### src/rtl/fir_output_requant.sv
// Requantizes the FIR accumulator stream to OUT_W bits (round, shift, saturate, decimate) into a show-ahead FIFO.
// Optional macro REQUANT_SAT_CNT_EN enables the saturation event counter on sat_cnt.
module fir_output_requant #(
   parameter int IN_W       = 64,
   parameter int OUT_W      = 16,
   parameter int SHIFT      = 15,
   parameter int DECIM      = 4,
   parameter int FIFO_DEPTH = 8
) (
   input  logic                    clk,
   input  logic                    rst,
   input  logic                    din_valid,
   input  logic signed [IN_W-1:0]  din,
   output logic signed [OUT_W-1:0] dout,
   output logic                    dout_valid,
   input  logic                    dout_ready,
   output logic                    sat_flag,
   output logic [15:0]             drop_cnt,
   output logic [15:0]             sat_cnt
);

   localparam int AW   = $clog2(FIFO_DEPTH);
   localparam int CW   = AW + 1;
   localparam int PH_W = (DECIM > 1) ? $clog2(DECIM) : 1;

   localparam logic [PH_W-1:0]         PH_LAST = PH_W'(DECIM - 1);
   localparam logic [CW-1:0]           FULL_CNT = CW'(FIFO_DEPTH);
   localparam logic signed [IN_W:0]    RND  = (IN_W + 1)'(1) << (SHIFT - 1);
   localparam logic signed [OUT_W-1:0] OMAX = {1'b0, {(OUT_W - 1){1'b1}}};
   localparam logic signed [OUT_W-1:0] OMIN = {1'b1, {(OUT_W - 1){1'b0}}};
   localparam logic signed [IN_W:0]    RMAX = {{(IN_W + 1 - OUT_W){1'b0}}, OMAX};
   localparam logic signed [IN_W:0]    RMIN = {{(IN_W + 1 - OUT_W){1'b1}}, OMIN};

   // One guard bit keeps the rounding add from wrapping at the top of the input range.
   function automatic logic signed [IN_W:0] round_shift(input logic signed [IN_W-1:0] x);
      logic signed [IN_W:0] sum;
      sum = $signed({x[IN_W-1], x}) + RND;
      return sum >>> SHIFT;
   endfunction

   // Returns {clip, value}.
   function automatic logic [OUT_W:0] saturate(input logic signed [IN_W:0] r);
      if (r > RMAX)
         return {1'b1, OMAX};
      else if (r < RMIN)
         return {1'b1, OMIN};
      else
         return {1'b0, r[OUT_W-1:0]};
   endfunction

   logic signed [IN_W-1:0]  din_p0;
   logic signed [IN_W:0]    r_p1;
   logic signed [OUT_W-1:0] dat_p2;
   logic                    clip_p2;
   logic                    vld_p0, vld_p1, vld_p2;

   logic [PH_W-1:0]         phase;
   logic signed [OUT_W-1:0] mem [FIFO_DEPTH];
   logic [AW-1:0]           rd_ptr, wr_ptr, rd_next;
   logic [CW-1:0]           count, count_next;
   logic signed [OUT_W-1:0] head_next;
   logic                    push, pop, full, push_ok, drop;

   always_ff @(posedge clk or negedge rst) begin
      if (!rst) begin
         vld_p0 <= 1'b0;
         vld_p1 <= 1'b0;
         vld_p2 <= 1'b0;
      end else begin
         vld_p0 <= din_valid;
         vld_p1 <= vld_p0;
         vld_p2 <= vld_p1;
      end
   end

   // p0: input capture -> p1: round/shift -> p2: saturate
   always_ff @(posedge clk) begin
      if (din_valid)
         din_p0 <= din;
      if (vld_p0)
         r_p1 <= round_shift(din_p0);
      if (vld_p1)
         {clip_p2, dat_p2} <= saturate(r_p1);
   end

   // p2 -> FIFO: decimate, push/pop bookkeeping
   assign push    = vld_p2 && (phase == '0);
   assign pop     = dout_valid && dout_ready;
   assign full    = (count == FULL_CNT);
   assign push_ok = push && (!full || pop);
   assign drop    = push && full && !pop;

   always_comb begin
      rd_next    = pop ? rd_ptr + 1'b1 : rd_ptr;
      count_next = count + CW'(push_ok) - CW'(pop);
      head_next  = dout;
      if (count_next != '0) begin
         if (push_ok && (wr_ptr == rd_next))
            head_next = dat_p2;
         else
            head_next = mem[rd_next];
      end
   end

   always_ff @(posedge clk) begin
      if (push_ok)
         mem[wr_ptr] <= dat_p2;
   end

   always_ff @(posedge clk or negedge rst) begin
      if (!rst) begin
         phase      <= '0;
         rd_ptr     <= '0;
         wr_ptr     <= '0;
         count      <= '0;
         dout       <= '0;
         dout_valid <= 1'b0;
         sat_flag   <= 1'b0;
         drop_cnt   <= '0;
      end else begin
         if (vld_p2)
            phase <= (phase == PH_LAST) ? '0 : phase + 1'b1;
         if (push_ok) begin
            wr_ptr   <= wr_ptr + 1'b1;
            sat_flag <= clip_p2;
         end
         rd_ptr     <= rd_next;
         count      <= count_next;
         dout       <= head_next;
         dout_valid <= (count_next != '0);
         if (drop && (drop_cnt != 16'hFFFF))
            drop_cnt <= drop_cnt + 1'b1;
      end
   end

`ifdef REQUANT_SAT_CNT_EN
   // Counts every clamped p2 sample, including ones later decimated away or dropped.
   always_ff @(posedge clk or negedge rst) begin
      if (!rst)
         sat_cnt <= '0;
      else if (vld_p2 && clip_p2 && (sat_cnt != 16'hFFFF))
         sat_cnt <= sat_cnt + 1'b1;
   end
`else
   assign sat_cnt = '0;
`endif

endmodule

### config.mk
export PLATFORM = sky130hd
export DESIGN_NAME = fir_output_requant
export DESIGN_NICKNAME = d
export VERILOG_FILES = /design/src/rtl/fir_output_requant.sv
export SDC_FILE = /design/constraint.sdc
export NUM_CORES = 1
export LEC_CHECK = 0
export ABC_AREA = 1
export CORE_AREA = 2 2 165 167
export DETAILED_ROUTE_END_ITERATION = 12
export DIE_AREA = 0 0 167 169
export HOLD_SLACK_MARGIN = 0.03
export PLACE_DENSITY = 0.81
export SYNTH_ARGS = -nofsm -noshare
export SYNTH_HDL_FRONTEND = slang
export SYNTH_SLANG_ARGS = --single-unit
### constraint.sdc
create_clock -name clk -period 2.8 [get_ports clk]
set_input_delay 0.28 -clock clk [delete_from_list [all_inputs] [get_ports clk]]
set_output_delay 0.28 -clock clk [all_outputs]
set_load 0.1 [all_outputs]
**Word-level counts from Yosys, hierarchy flattened**

Memory sizes are Yosys's and may differ from the RTL's. A register that Yosys moved wholly into a read port is not among the register bits.
Cells that the tools add are included.

- Equality and inequality tests: 3
- Add/subtract/negate cells: 7
- Reduce and logical (&&, ||, !) cells: 12
- Multiplexer cells: 5
- Order comparisons: 2

Operators with widths:

| operator | number |
|---|---|
| 64-bit by 16-bit adder with 65-bit output (second input constant) | 1 |
| 50-bit by 16-bit greater-than comparator with 1-bit output (second input constant) | 1 |
| 50-bit by 16-bit < comparator with 1-bit output (second input constant) | 1 |
| 17-bit two-way mux | 1 |
| 16-bit by 1-bit adder with 16-bit output (second input constant) | 1 |
| 16-bit != test (second input constant) | 1 |
| 3-bit by 1-bit adder with 3-bit output (second input constant) | 2 |
| 1-bit logical AND | 6 |
| 4-bit by 1-bit adder with 4-bit output | 1 |
| 4-bit == test (second input constant) | 1 |
| 4-bit nonzero test | 1 |
| 4-bit by 1-bit subtractor with 4-bit output | 1 |
| 1-bit zero test | 3 |
| 3-bit two-way mux | 1 |
| 2-bit by 1-bit adder with 2-bit output (second input constant) | 1 |
| 2-bit == test (second input constant) | 1 |
| 2-bit zero test | 1 |
| 1-bit two-way mux | 2 |
| 2-bit two-way mux | 1 |
| 1-bit logical OR | 1 |

- Bits in writable memories: 128
- Output and inout bits: 50
- Word-level logic and storage cells: 44
- Bits of input ports: 68
- Memories kept: 1
- Register bits: 164

Memories:

| memory | words | bits a word | rd ports | clocked after Yosys merged registers in | wr ports | RTL line | RTL |
|---|---|---|---|---|---|---|---|
| mem | 8 | 16 | 1 | 1 | 1 | 58 | `logic signed [OUT_W-1:0] mem [FIFO_DEPTH];` |

**Longest topological paths before layout**

Gate-level depths: netlist of the first run.

- Word-level depth: 7
- Mapped depth: 16
- Gate-level depth less buffers: 15

**Worst setup path before layout of the first run**

No wires, ideal clock.

- Path type: register to register
- Start: register dout_valid
- End: register dout[0] (read register of mem)
- Buffers on the path: 1
- Data arrival time: 3.349 ns
- Library setup time: 0.068 ns
- Required time: 2.732 ns
- Cell stages (with the launch flop): 15
- Period minus slack after synthesis: 3.416 ns
- Slack: -0.616 ns
- Cells stage by stage: dfrtp_1 > nand2_2 > nand3_2 > nand2_4 > ha_1 > inv_1 > ha_1 > fa_1 > xor2_1 > nor3_1 > nand3_1 > inv_1 > buf_2 > nand2_1 > nand2_1

- Cells in the longest elaborated chain, start to end: 6
- Elaborated cells between the ends (all ways): 7
- Those cells by class: 2 x add/sub; 1 x mux; 4 x reduce/logical

Ends and longest elaborated chain:

| element | RTL line | RTL |
|---|---|---|
| from (decl) | 15 | `output logic dout_valid,` |
| from (signal assigned) | 130 | `dout_valid <= (count_next != '0);` |
| 1-bit logical AND (*) | 88 | `assign pop = dout_valid && dout_ready;` |
| 1-bit logical OR | 90 | `assign push_ok = push && (!full \|\| pop);` |
| 1-bit logical AND | 90 |  |
| 4-bit by 1-bit adder with 4-bit output | 95 | `count_next = count + CW'(push_ok) - CW'(pop);` |
| 4-bit by 1-bit subtractor with 4-bit output (*) | 95 |  |
| named net count_next[2] | 60 | `logic [CW-1:0] count, count_next;` |
| 4-bit nonzero test (*) | 97 | `if (count_next != '0) begin` |
| to (decl) | 14 | `output logic signed [OUT_W-1:0] dout,` |

The timed path passes the listed nets; every way through them passes the cells marked *.
A chain may end at the register's enable or synchronous reset.

**Worst setup path in the final report of the first run**

- Start: register phase[0]
- End: register dout[8] (read register of mem)

- Cells in the longest elaborated chain, start to end: 6

Ends and longest elaborated chain:

| element | RTL line | RTL |
|---|---|---|
| from (decl) | 57 | `logic [PH_W-1:0] phase;` |
| from (signal assigned) | 122 | `phase <= (phase == PH_LAST) ? '0 : phase + 1'b1;` |
| 2-bit zero test | 87 | `assign push = vld_p2 && (phase == '0);` |
| 1-bit logical AND | 87 |  |
| 1-bit logical AND | 90 |  |
| 4-bit by 1-bit adder with 4-bit output | 95 |  |
| 4-bit by 1-bit subtractor with 4-bit output | 95 |  |
| named net count_next[2] | 60 |  |
| 4-bit nonzero test | 97 |  |

The timed path passes the listed nets, and every way through them passes these cells.

==> summary.txt, run 1 <==
Critical Path Start Type -> register
unrepaired setup endpoints after global routing -> yes
cell area power density -> 922 mW/mm²
number of global-route vias before repair -> 9491
period utilisation layout -> 94.9%
HPWL Detailed -> 20.5 mm
FMAX -> 376 MHz
Distinct cells, synth -> 38
Post-Place Cell Area -> 0.0147 mm²
ratio of cells with drive above 1 in the final layout -> 10.5%
largest net degree at the start of global routing -> 52
wirelength, routed -> 29.7 mm
CTS clock-pin slew for the worst setup and hold paths -> 0.06 ns
maximum vdd drop -> 1.54 mV
Syn Area/Cell -> 10.3 µm²
ys async rst share -> 16.7%
synthesized area -> 0.0136 mm²
Final Hold Fails -> 0
vias per cell -> 5.25
Fill cells -> 2112
global routing's busiest layer -> met2
CTS tree -> built
setup violators final -> 0
first-pass GRT wire length -> 47.4 mm
Remaining Overflow, GRT -> 0
TritonCTS buffer count -> 30
GP Congestion -> 0.926
number of synthesized flops with an enable pin -> 245
CTS max path bufs -> 3
synth top area cells -> edfxtp_1, nand2_1, dfrtp_1
#FFs+latches synth -> 294
CTS H-Tree Depth -> 1
Worst Hold Endpoint -> din_p0[52]
die area -> 0.0282 mm²
Crit Reg-Reg Startpoint -> phase[0]
Arrival @ worst endpoint -> 3.09 ns
# diodes -> 0
I/O Pins -> 118
number of max-cap violations -> 0
FF-to-FF End -> dout[8]
Setup WS pre-CTS -> -0.253 ns
synthesis-to-finish area growth -> 16.5%
register area -> 0.00859 mm²
GR Util met3 -> 2.83%
total track usage -> 21.1%
status -> completed
# DRC -> 0
Lkg Pwr -> 6.49 nW
Critical Setup Path Class -> reg2reg
worst clock skew -> 0.0127 ns
# rows -> 60
Clock Sinks -> 294
M2 GR Usage -> 37.4%
worst hold start -> din[52]
Iter 0 DRT Violations -> 840
Max transition margin -> 30.1%
Post-synth top flop -> edfxtp_1
DR vias -> 9466
chip width -> 167 µm
Seq/Total Area, Yosys -> 63.3%
CTS root buf -> clkbuf_16
DR pass1 iterations -> 7
top cell type's share of synthesized area -> 54.3%
worst hold-check path type -> in2reg
I/O Buffers -> 87
hold depth -> 1
yosys warns -> 0
setup ws final -> 0.144 ns
critical path fanouts, max -> 7
initial antenna violation count -> 0
r2r setup slk -> 0.14 ns
number of routed nets with antenna violations -> 0
post-layout minimum cycle time -> 2.66 ns
fin nets -> 1517
met1 usage in global routing -> 26.3%
area leader, netlist -> edfxtp_1
Multi-input gate area -> 0.00412 mm²
R2R depth -> 15
WL/cell -> 16.5 µm
fin. max-slew vios -> 0
area of the core -> 0.0265 mm²
Gate Count Post-Synth -> 1320
Critical Path RT -> 3.23 ns
Crit. End Element -> register
post-route cell area -> 0.0158 mm²
die height -> 169 µm
Skew-Pair Late Insertion Delay -> 0.55 ns
Slew @ Worst Pin -> 1.05 ns
initial core utilization -> 51.1%
## critical path, stage by stage, from the launching register on
cell	delay (ns)
dfrtp_1	0.40
inv_2	0.09
ha_4	0.13
nand2_2	0.05
inv_2	0.07
nand2_4	0.05
ha_1	0.27
inv_1	0.06
ha_4	0.16
fa_2	0.35
xor2_2	0.17
nor3_2	0.21
nand3_2	0.19
buf_6	0.19
nand3_1	0.09
nand2_1	0.05
## placed cells by master (no fill, tap or decap), types with 2 or more instances in the layout
cell type / synthesis / routed
ha_1: 11 / 9
nand2_1: 359 / 358
nand3_2: 5 / 8
bufinv_16: 0 / 2
nor2_1: 88 / 88
nor2_4: 4 / 4
inv_4: 1 / 2
nand2_4: 3 / 4
ha_4: 0 / 2
buf_4: 23 / 59
buf_12: 0 / 2
xor2_1: 33 / 32
a21oi_1: 3 / 3
o21ai_0: 8 / 8
clkdlybuf4s50_1: 0 / 51
nor4_1: 7 / 7
nand3b_1: 26 / 26
dfrtp_1: 49 / 47
clkinv_2: 1 / 6
edfxtp_1: 245 / 245
buf_6: 5 / 2
conb_1: 1 / 16
clkinvlp_4: 0 / 4
clkinv_1: 0 / 7
nor3_1: 26 / 25
inv_2: 3 / 6
inv_6: 0 / 2
buf_2: 12 / 3
clkbuf_16: 0 / 30
clkbuf_1: 6 / 3
nand3_1: 160 / 156
nand4_1: 25 / 25
xnor2_1: 26 / 26
inv_1: 172 / 168
nand2_2: 6 / 6
## registers in the layout, indices dropped and copies added, names as in the netlist, 2 cells and up
| signal | flops |
|---|---|
| count | 4 |
| mem | 128 |
| wr_ptr | 3 |
| drop_cnt | 16 |
| dat_p2 | 16 |
| dout | 16 |
| rd_ptr | 3 |
| din_p0 | 50 |
| phase | 2 |
| r_p1 | 50 |
## synth_stat cells, types with 5 or more instances
master    count
dfrtp_1      49
inv_1       172
buf_6         5
nor3_1       26
o21ai_0       8
nand3_2       5
nor4_1        7
buf_2        12
edfxtp_1    245
nand3b_1     26
xnor2_1      26
clkbuf_1      6
buf_4        23
xor2_1       33
nand4_1      25
nand2_1     359
ha_1         11
nand3_1     160
nor2_1       88
nand2_2       6
## area by class of cell
cell class | count | share of cell area (%)
clock buffer | 33 | 4.82
clock inverter | 23 | 1.20
inverter | 177 | 4.25
multi-input combinational | 816 | 26.1
sequential | 294 | 54.4
tap | 341 | 2.70
timing repair buffer | 118 | 6.59
## how the worst max path moves through the flow
stage | startpoint | end | slack, ns | depth (start not counted)
final | phase[0] | dout[8] | 0.14 | 15
after global routing | phase[0] | dout[2] | -0.04 | 15
after CTS | phase[0] | dout[11] | 0.02 | 15
after detailed placement | dout_ready | dout[0] | -0.25 | 14
after global placement | dout_ready | dout[3] | -0.08 | 14
after floorplan | dout_valid | dout[0] | 0.004 | 14
## power breakdown
group | switching [W] | internal [W]
clock network | 0.00163 | 0.00216
logic | 0.00364 | 0.00140
registers | 0.000375 | 0.00536
## logic make-up (layout without fill, tap and decap cells)
| group | after synthesis | in the layout | share of synthesized area, % |
|---|---|---|---|
| other | 1 | 16 | 0.0277 |
| adder cells (fa/ha/maj) | 12 | 12 | 1.16 |
| AO/OA/AOI/OAI | 15 | 15 | 0.655 |
| XOR/XNOR | 59 | 59 | 3.81 |
| flip-flops | 294 | 294 | 63.3 |
| buffers and inverters | 225 | 351 | 7.28 |
| AND/OR/NAND/NOR | 714 | 714 | 23.7 |
## through the flow
stage | hold slack, ns | utilization [%] | cells | setup TNS [ns] | power [W]
after detailed placement | 0.438 | 55.6 | 1742 | -3.81 | 0.0107
after global routing | 0.269 | 59.6 | 1802 | -0.410 | 0.0153
after floorplan | -0.0156 | - | 1335 | 0 | 0.00938
after global placement | 0.415 | 55.6 | 1742 | -1.24 | 0.0105
after CTS | 0.261 | 59.3 | 1799 | 0 | 0.0145
final | 0.284 | 59.6 | 1802 | 0 | 0.0146
## routing by layer
layer	wire (µm)	share of wire, %
met1	11700	39
met2	15000	50
met3	2200	7.4
met4	872	2.9
met5	0	0
## repair_timing
action                                  4_1_cts  5_1_grt
hold buffers                                  1        0
endpoints found under the setup margin       16       16
pin swaps                                     0        4
buffers inserted                              0        2
hold endpoints to repair                     33        0
resized for setup                             2       14
gates cloned                                  0        1
(Power assumes the default switching activity.)
==> inputs of run 2 (changes only) <==
--- a/config.mk
+++ b/config.mk
@@ -6,11 +6,11 @@
 export NUM_CORES = 1
 export LEC_CHECK = 0
 export ABC_AREA = 1
-export CORE_AREA = 2 2 165 167
+export CORE_AREA = 2 2 168 170
 export DETAILED_ROUTE_END_ITERATION = 12
-export DIE_AREA = 0 0 167 169
+export DIE_AREA = 0 0 170 172
 export HOLD_SLACK_MARGIN = 0.03
-export PLACE_DENSITY = 0.81
+export PLACE_DENSITY = 0.79
 export SYNTH_ARGS = -nofsm -noshare
 export SYNTH_HDL_FRONTEND = slang
 export SYNTH_SLANG_ARGS = --single-unit
==> run 2 against run 1 <==
Sequential power barely moved. Clock-buffer cell count increased by 2. Clock power is 17% higher. Sequential cell count is the same. Utilization decreased by 1.6 points. Worst setup slack better by 0.0087 ns. First-iteration DRC count shrank 13%. Combinational power shrank 2%. Critical path type unchanged. Largest cell class unchanged. Largest power group unchanged. Highest routed layer unchanged.
==> summary.txt, run 2 (same netlist as run 1, synthesis figures left out) <==
status -> completed
first-pass GRT wire length -> 47.0 mm
fin. max-slew vios -> 0
most common cell after layout, fill and taps aside -> nand2_1
met1 usage in global routing -> 25.3%
setup violators final -> 0
# rows -> 61
CTS root buf -> clkbuf_16
r2r setup slk -> 0.15 ns
Setup crit end -> dout[2]
die area -> 0.0292 mm²
Arrival @ worst endpoint -> 3.08 ns
ratio of cells with drive above 1 in the final layout -> 10.1%
Setup Total Neg Slack -> 0 ns
I/O Pins -> 118
P_int -> 0.00951 W
initial antenna violation count -> 1
CP startpoint -> phase[0]
number of routed nets with antenna violations -> 0
GR Util met3 -> 2.95%
HPWL Detailed -> 20.0 mm
die height -> 172 µm
Seq pwr share -> 38.0%
Final Hold Fails -> 0
DR pass1 iterations -> 5
critical path fanouts, max -> 8
post-route cell area -> 0.0159 mm²
number of max-cap violations -> 0
post-CTS setup buffers -> 0
total track usage -> 20.5%
Critical Path Start Type -> register
CTS tree -> built
Critical Path RT -> 3.23 ns
worst clock skew -> 0.0197 ns
Lkg Pwr -> 6.57 nW
Max transition margin -> 42.5%
area of the core -> 0.0275 mm²
post-layout minimum cycle time -> 2.65 ns
Crit Reg-Reg Startpoint -> phase[0]
maximum vdd drop -> 0.525 mV
initial core utilization -> 49.3%
synthesis-to-finish area growth -> 17.6%
CTS H-Tree Depth -> 1
R2R depth -> 15
biggest regs -> mem x128, din_p0 x50, r_p1 x50
Skew-Pair Late Insertion Delay -> 0.55 ns
Critical Setup Path Class -> reg2reg
period utilisation layout -> 94.6%
# DRC -> 0
unrepaired setup endpoints after global routing -> no
cell area power density -> 946 mW/mm²
Post-Place Cell Area -> 0.0148 mm²
chip width -> 170 µm
CP delay by family, top -> adder cells
crit path cell chain -> inv_1, ha_1, nand2_1, inv_2, nand2_4, ha_1, inv_1, ha_4, fa_2, xor2_1, nor3_2, nand3_2, buf_6, nand3_1, nand2_1
fin nets -> 1516
WL/cell -> 16.2 µm
FMAX -> 378 MHz
largest net degree at the start of global routing -> 48
largest reg by FF count -> mem
P_sw -> 0.00557 W
Crit. End Element -> register
Gate power share -> 32.8%
number of stages on the worst setup path -> 15
final core utilization -> 58.0%
I/O Buffers -> 87
crit path buf inv count -> 4
CTS max path bufs -> 3
Fill cells -> 2240
CTS clock-pin slew for the worst setup and hold paths -> 0.06 ns
FF-to-FF End -> dout[2]
clock share of power -> 29.3%
TritonCTS buffer count -> 30
worst hold-check path type -> in2reg
number of global-route vias before repair -> 9506
Remaining Overflow, GRT -> 0
Slew @ Worst Pin -> 0.863 ns
Clock Sinks -> 294
wirelength, routed -> 29.3 mm
Iter 0 DRT Violations -> 735
max incr delay on CP -> 0.39 ns
Slowest-stage cell, CP -> dfrtp_1
global routing's busiest layer -> met2
vias per cell -> 5.20
M2 GR Usage -> 36.9%
max FFs per register -> 128
DR vias -> 9392
commonest non-fill, non-tap cells in the layout -> nand2_1, edfxtp_1, inv_1
GP Congestion -> 0.916
switch share -> 36.9%
-- run 2: power groups by stage --
stage	clock [W]	sequential, W	combinational [W]
global route	0.00467	0.00578	0.00541
detailed placement	0	0.00580	0.00483
floorplan	0	0.00688	0.00250
global placement	0	0.00579	0.00470
finish	0.00441	0.00573	0.00494
CTS	0.00450	0.00572	0.00490
-- run 2: worst min path at each step --
| stage | start | endpoint | cells past startpoint |
|---|---|---|---|
| after detailed placement | rst | dout[5] | 1 |
| after floorplan | rst | count[0] | 0 |
| final | din_valid | vld_p0 | 1 |
| after global placement | rst | dout[5] | 1 |
| after global routing | din_valid | vld_p0 | 1 |
| after CTS | din_valid | vld_p0 | 1 |
-- run 2: cell type report --
cell class              count  area (µm²)  share of cell area (%)
repair buffers            117        1050                    6.58
diodes                      1        2.50                  0.0157
multi-input cells         816        4080                    25.6
flip-flops and latches    294        8590                    53.9
clock inverters            21         323                    2.02
clock buffers              35         801                    5.02
inverters                 177         673                    4.22
well taps                 346         433                    2.71
-- run 2: metrics by stage --
stage / setup WS, ns / total power, W / cells / hold WS (ns)
finish: 0.152 / 0.0151 / 1807 / 0.130
global route: 0.00788 / 0.0159 / 1806 / 0.138
CTS: 0.0227 / 0.0151 / 1806 / 0.116
detailed placement: -0.153 / 0.0106 / 1749 / 0.440
global placement: -0.0542 / 0.0105 / 1749 / 0.439
floorplan: 0.00351 / 0.00938 / 1335 / -0.0156
-- run 2: worst register-to-register path, stage by stage (launching register included) --
cell     delay, ns
dfrtp_1       0.39
inv_1         0.08
ha_1          0.16
nand2_1       0.08
inv_2         0.08
nand2_4       0.05
ha_1          0.27
inv_1         0.06
ha_4          0.16
fa_2          0.35
xor2_1        0.19
nor3_2        0.15
nand3_2       0.18
buf_6         0.19
nand3_1       0.09
nand2_1       0.05
-- run 2: per-layer routing --
metal	vias up	part of all wire, %
met5	-	0
met4	0	3.0
met3	66	6.6
met2	348	50
met1	4411	41
li1	4567	-
-- run 2: repair_timing --
action / in CTS / in global routing
pin swaps: 0 / 2
endpoints found under the setup margin: 15 / 16
hold buffers: 1 / 0
resized for setup: 2 / 6
endpoints found under the hold margin: 34 / 0
==> inputs of run 3 (changes only) <==
--- a/config.mk
+++ b/config.mk
@@ -7,6 +7,7 @@
 export LEC_CHECK = 0
 export ABC_AREA = 1
 export CORE_AREA = 2 2 168 170
+export CTS_CLUSTER_DIAMETER = 40
 export DETAILED_ROUTE_END_ITERATION = 12
 export DIE_AREA = 0 0 170 172
 export HOLD_SLACK_MARGIN = 0.03
==> run 3 against run 2 <==
Register-to-register slack hardly changed. Largest cell class unchanged. First-iteration DRC count up 13%. Global-route usage grew 0.25 points. Total power up 1.1%. Critical path type unchanged. Via count up 1.1%. Clock-buffer cell count is 15 higher.
==> summary.txt, run 3 (same netlist as run 1, synthesis figures left out) <==
DR vias -> 9491
post-layout minimum cycle time -> 2.65 ns
Remaining Overflow, GRT -> 0
Final Hold Fails -> 0
HPWL Detailed -> 20.0 mm
Clock Sinks -> 294
cell area power density -> 950 mW/mm²
I/O Buffers -> 87
WL/cell -> 16.1 µm
Post-Place Cell Area -> 0.0148 mm²
Critical Path Start Type -> register
Fill cells -> 2240
max incr delay on CP -> 0.40 ns
Post-Place Cells -> 1749
initial antenna violation count -> 1
Multi-input gate area -> 0.00407 mm²
first-pass GRT wire length -> 47.3 mm
Iter 0 DRT Violations -> 833
area of the core -> 0.0275 mm²
number of global-route vias before repair -> 9613
CTS clock-pin slew for the worst setup and hold paths -> 0.06 ns
Slew @ Worst Pin -> 0.873 ns
DR pass1 iterations -> 6
Critical Path RT -> 3.21 ns
wirelength, routed -> 29.3 mm
Critical Setup Path Class -> reg2reg
GP Congestion -> 0.916
CTS max path bufs -> 3
crit path buf inv count -> 4
fin. max-slew vios -> 0
CTS H-Tree Depth -> 2
Slowest-stage cell, CP -> dfrtp_1
status -> completed
die area -> 0.0292 mm²
post-route cell area -> 0.0161 mm²
# rows -> 61
ratio of cells with drive above 1 in the final layout -> 10.9%
vias per cell -> 5.21
CTS tree -> built
worst hold-check path type -> in2reg
# DRC -> 0
number of routed nets with antenna violations -> 0
commonest non-fill, non-tap cells in the layout -> nand2_1, edfxtp_1, inv_1
Skew-Pair Late Insertion Delay -> 0.52 ns
FMAX -> 377 MHz
post-CTS setup buffers -> 0
crit path cell chain -> inv_2, ha_2, nand2_1, inv_2, nand2_4, ha_1, inv_1, ha_1, fa_2, xor2_1, nor3_2, nand3_2, buf_6, nand3_1, nand2_1
synthesis-to-finish area growth -> 18.4%
period utilisation layout -> 94.7%
maximum vdd drop -> 0.492 mV
most common cell after layout, fill and taps aside -> nand2_1
register area -> 0.00859 mm²
chip width -> 170 µm
CTS root buf -> clkbuf_16
Crit. End Element -> register
Lkg Pwr -> 6.62 nW
final core utilization -> 58.4%
CP delay by family, top -> adder cells
setup violators final -> 0
number of max-cap violations -> 0
Setup Total Neg Slack -> 0 ns
max FFs per register -> 128
die height -> 172 µm
worst clock skew -> 0.0210 ns
I/O Pins -> 118
largest net degree at the start of global routing -> 48
Arrival @ worst endpoint -> 3.06 ns
total track usage -> 20.7%
initial core utilization -> 49.3%
biggest regs -> mem x128, din_p0 x50, r_p1 x50
fin nets -> 1525
TritonCTS buffer count -> 39
Max transition margin -> 41.8%
critical path fanouts, max -> 8
Layout Cells excl Fill -> 1823
largest reg by FF count -> mem
-- run 3: cell count changes in the layout (fill, tap and decap cells not counted), sizes merged --
cell | previous run | this run
bufinv | 8 | 0
inv | 179 | 182
clkbuf | 35 | 50
clkinvlp | 2 | 3
clkinv | 9 | 14
-- run 3: layout make-up --
cell class	instances	area share [%]
inverter	177	4.19
tap	346	2.70
multi-input combinational	816	25.3
clock buffer	50	6.59
sequential	294	53.5
clock inverter	22	1.12
antenna	1	0.0156
timing repair buffer	117	6.53
-- run 3: routing by layer --
metal | track usage (%) | share of wire [%] | vias to the layer above
met3 | 3.55 | 7.3 | 69
met4 | 7.99 | 3.0 | 0
met1 | 25.4 | 40 | 4441
met5 | 0 | 0 | -
met2 | 36.8 | 50 | 384
li1 | - | - | 4597
-- run 3: through the flow --
step                      total power, W  hold slack (ns)  worst slack [ns]
after floorplan                  0.00938          -0.0156           0.00351
after global placement            0.0105            0.439           -0.0542
after detailed placement          0.0106            0.440            -0.153
after CTS                         0.0153            0.142            0.0353
after global routing              0.0161            0.158          -0.00852
final                             0.0153            0.156             0.149
-- run 3: repair_timing --
item | CTS | global route
endpoints found under the hold margin | 34 | 0
setup endpoints to repair | 1 | 16
pin swaps | 0 | 2
hold buffers | 1 | 0
resized for setup | 2 | 7
-- run 3: worst paths after layout --
path	start	endpoint	slack, ns	cells after the start
min in group asynchronous	rst	dout[1]	0.41	2
setup / recovery	phase[0]	dout[2]	0.15	15
setup reg to reg	phase[0]	dout[2]	0.15	15
hold reg to reg	dout[9]	dout[9]	0.48	2
max in group asynchronous	rst	vld_p1	1.72	3
hold / removal	din_valid	vld_p0	0.16	1
-- run 3: power breakdown --
group	internal [W]	switching, W	total (W)	leakage [nW]
Sequential	0.00536	0.000368	0.00573	2.85
Combinational	0.00135	0.00358	0.00493	3.17
Clock	0.00273	0.00185	0.00459	0.597
==> RTL edit, RTL diff (flow settings as in run 2) <==
Set the parameter `IN_W` to 68 (it was 64).
--- a/src/rtl/fir_output_requant.sv
+++ b/src/rtl/fir_output_requant.sv
@@ -2,5 +2,5 @@
 // Optional macro REQUANT_SAT_CNT_EN enables the saturation event counter on sat_cnt.
 module fir_output_requant #(
-   parameter int IN_W       = 64,
+   parameter int IN_W       = 68,
    parameter int OUT_W      = 16,
    parameter int SHIFT      = 15,
Ports: changed (resized din); port bits go from 118 to 122. The function was not compared with the original's and may differ.
==> RTL edit against run 2 <==
Wire length rose by 2.3%; total power fell by 5.5%; sequential cell count rose by 8; critical path depth did not move; count of clock-buffer cells in the layout rose by 3; worst setup slack got worse by 0.014 ns; design area rose by 0.47%; synthesized area rose by 1.8%; utilization rose by 0.27 points; clock skew rose by 0.0019 ns; sequential share of layout area rose by 1.2 points; largest cell class unchanged.
==> RTL edit: results (changes against run 2) <==
wl_per_cell_microns: 16.25  # +0.37%
grt_use_total: 0.2063  # +0.001727
synthTopCellsByCount: "365 x nand2_1, 253 x edfxtp_1, 187 x inv_1"
fin_cells: 1842  # +1.9%
first_iter_violations: 891  # +21%
crit_fanout: 9  # +1
n_antenna_cell: 0  # -1
grt_max_degree: 56  # +17%
synth.distinct_cells: 35  # -7.9%
synth_edf_count: 253  # +3.3%
ir_drop_mv: 0.5309  # +1.1%
clock_skew_ns: 0.02157  # +0.001896 ns
reg_top3: "mem x128, din_p0 x54, r_p1 x54"
syn_inst: 1349  # +2.2%
async_flop_share: 0.1623  # -0.004415
p_leak_nw: 6.624  # +0.79%
crit_arrival_ns: 3.09  # about the same
yosysSeqAreaShare: 0.6393  # +0.006097
fin_nets: 1558  # +2.8%
drive_above_1_share: 0.08757  # -0.01380
slew_headroom: 0.2499  # -0.1750
nFillCells: 2269  # +1.3%
num_vias: 9513  # +1.3%
place_congestion: 0.9736  # +6.3%
yosys-top-cells-area: "edfxtp_1 55%, nand2_1 9.9%, dfrtp_1 8.9%"
status: "complete, no violations"
-- RTL edit: cell count changes after synthesis, sizes merged, moves of 2 or more --
cell    change
nand4       -6
nor3        +3
nand2       +4
nand3b      -4
inv        +13
clkinv      +2
xor2       +12
nor4        +2
nor2        +5
edfxtp      +8
xnor2       -4
-- RTL edit: path summary, 6_finish.rpt --
| kind | startpoint | to | slack (ns) |
|---|---|---|---|
| worst max-delay path | phase[0] | dout[1] | 0.14 |
| worst min-delay path | din[24] | din_p0[24] | 0.28 |
| worst min register to register | clip_p2 | sat_flag | 0.47 |
| max in group asynchronous | rst | drop_cnt[3] | 1.69 |
| worst max register to register | phase[0] | dout[1] | 0.14 |
| min in group asynchronous | rst | dout[14] | 0.41 |
-- RTL edit: cells by family after synthesis --
kind of cell	Yosys count	share of synthesized area
AO/OA/AOI/OAI	13	0.005350
flip-flops	302	0.6393
adder cells (fa/ha/maj)	12	0.01142
other	1	0.0002717
AND/OR/NAND/NOR	716	0.2287
XOR/XNOR	67	0.04252
buffers and inverters	238	0.07235
-- RTL edit: repair_timing --
| action | 4_1_cts | 5_1_grt |
|---|---|---|
| hold endpoints to repair | 35 | 0 |
| hold buffers | 1 | 0 |
| buffers inserted | 0 | 0 |
| gates resized for setup | 0 | 1 |
| endpoints found under the setup margin | 0 | 15 |
-- RTL edit: power breakdown --
part / total [mW] / switching [mW] / internal, mW / leakage, nW
combinational: 4.81 / 3.49 / 1.32 / 3.27
sequential: 5.86 / 0.357 / 5.50 / 2.93
clock: 3.59 / 1.58 / 2.00 / 0.430
total: 14.3 / 5.43 / 8.83 / 6.62
-- RTL edit: final cells by class --
cell class / instances / area share
Sequential cell: 302 / 0.5510
Inverter: 192 / 0.04522
Multi-Input combinational cell: 824 / 0.2525
Tap cell: 346 / 0.02702
Timing Repair Buffer: 124 / 0.06966
Clock buffer: 38 / 0.05006
Clock inverter: 16 / 0.004529
-- RTL edit: routing by layer --
layer	share of wire	routed length [microns]	track usage	vias up
li1	-	-	-	4645
met1	0.42	12430	0.2723	4431
met2	0.49	14550	0.3539	359
met3	0.065	1945	0.02358	78
met4	0.034	1012	0.07878	0
met5	0	0	0	-
-- RTL edit: through the flow --
stage | cell area [sq um] | power (mW) | setup TNS (ns)
detailed placement | 15140 | 10.73 | -1.236
floorplan | 13870 | 9.395 | 0
global route | 16020 | 15.00 | 0
global placement | 15140 | 10.59 | 0
CTS | 16020 | 14.32 | 0
finish | 16020 | 14.26 | 0
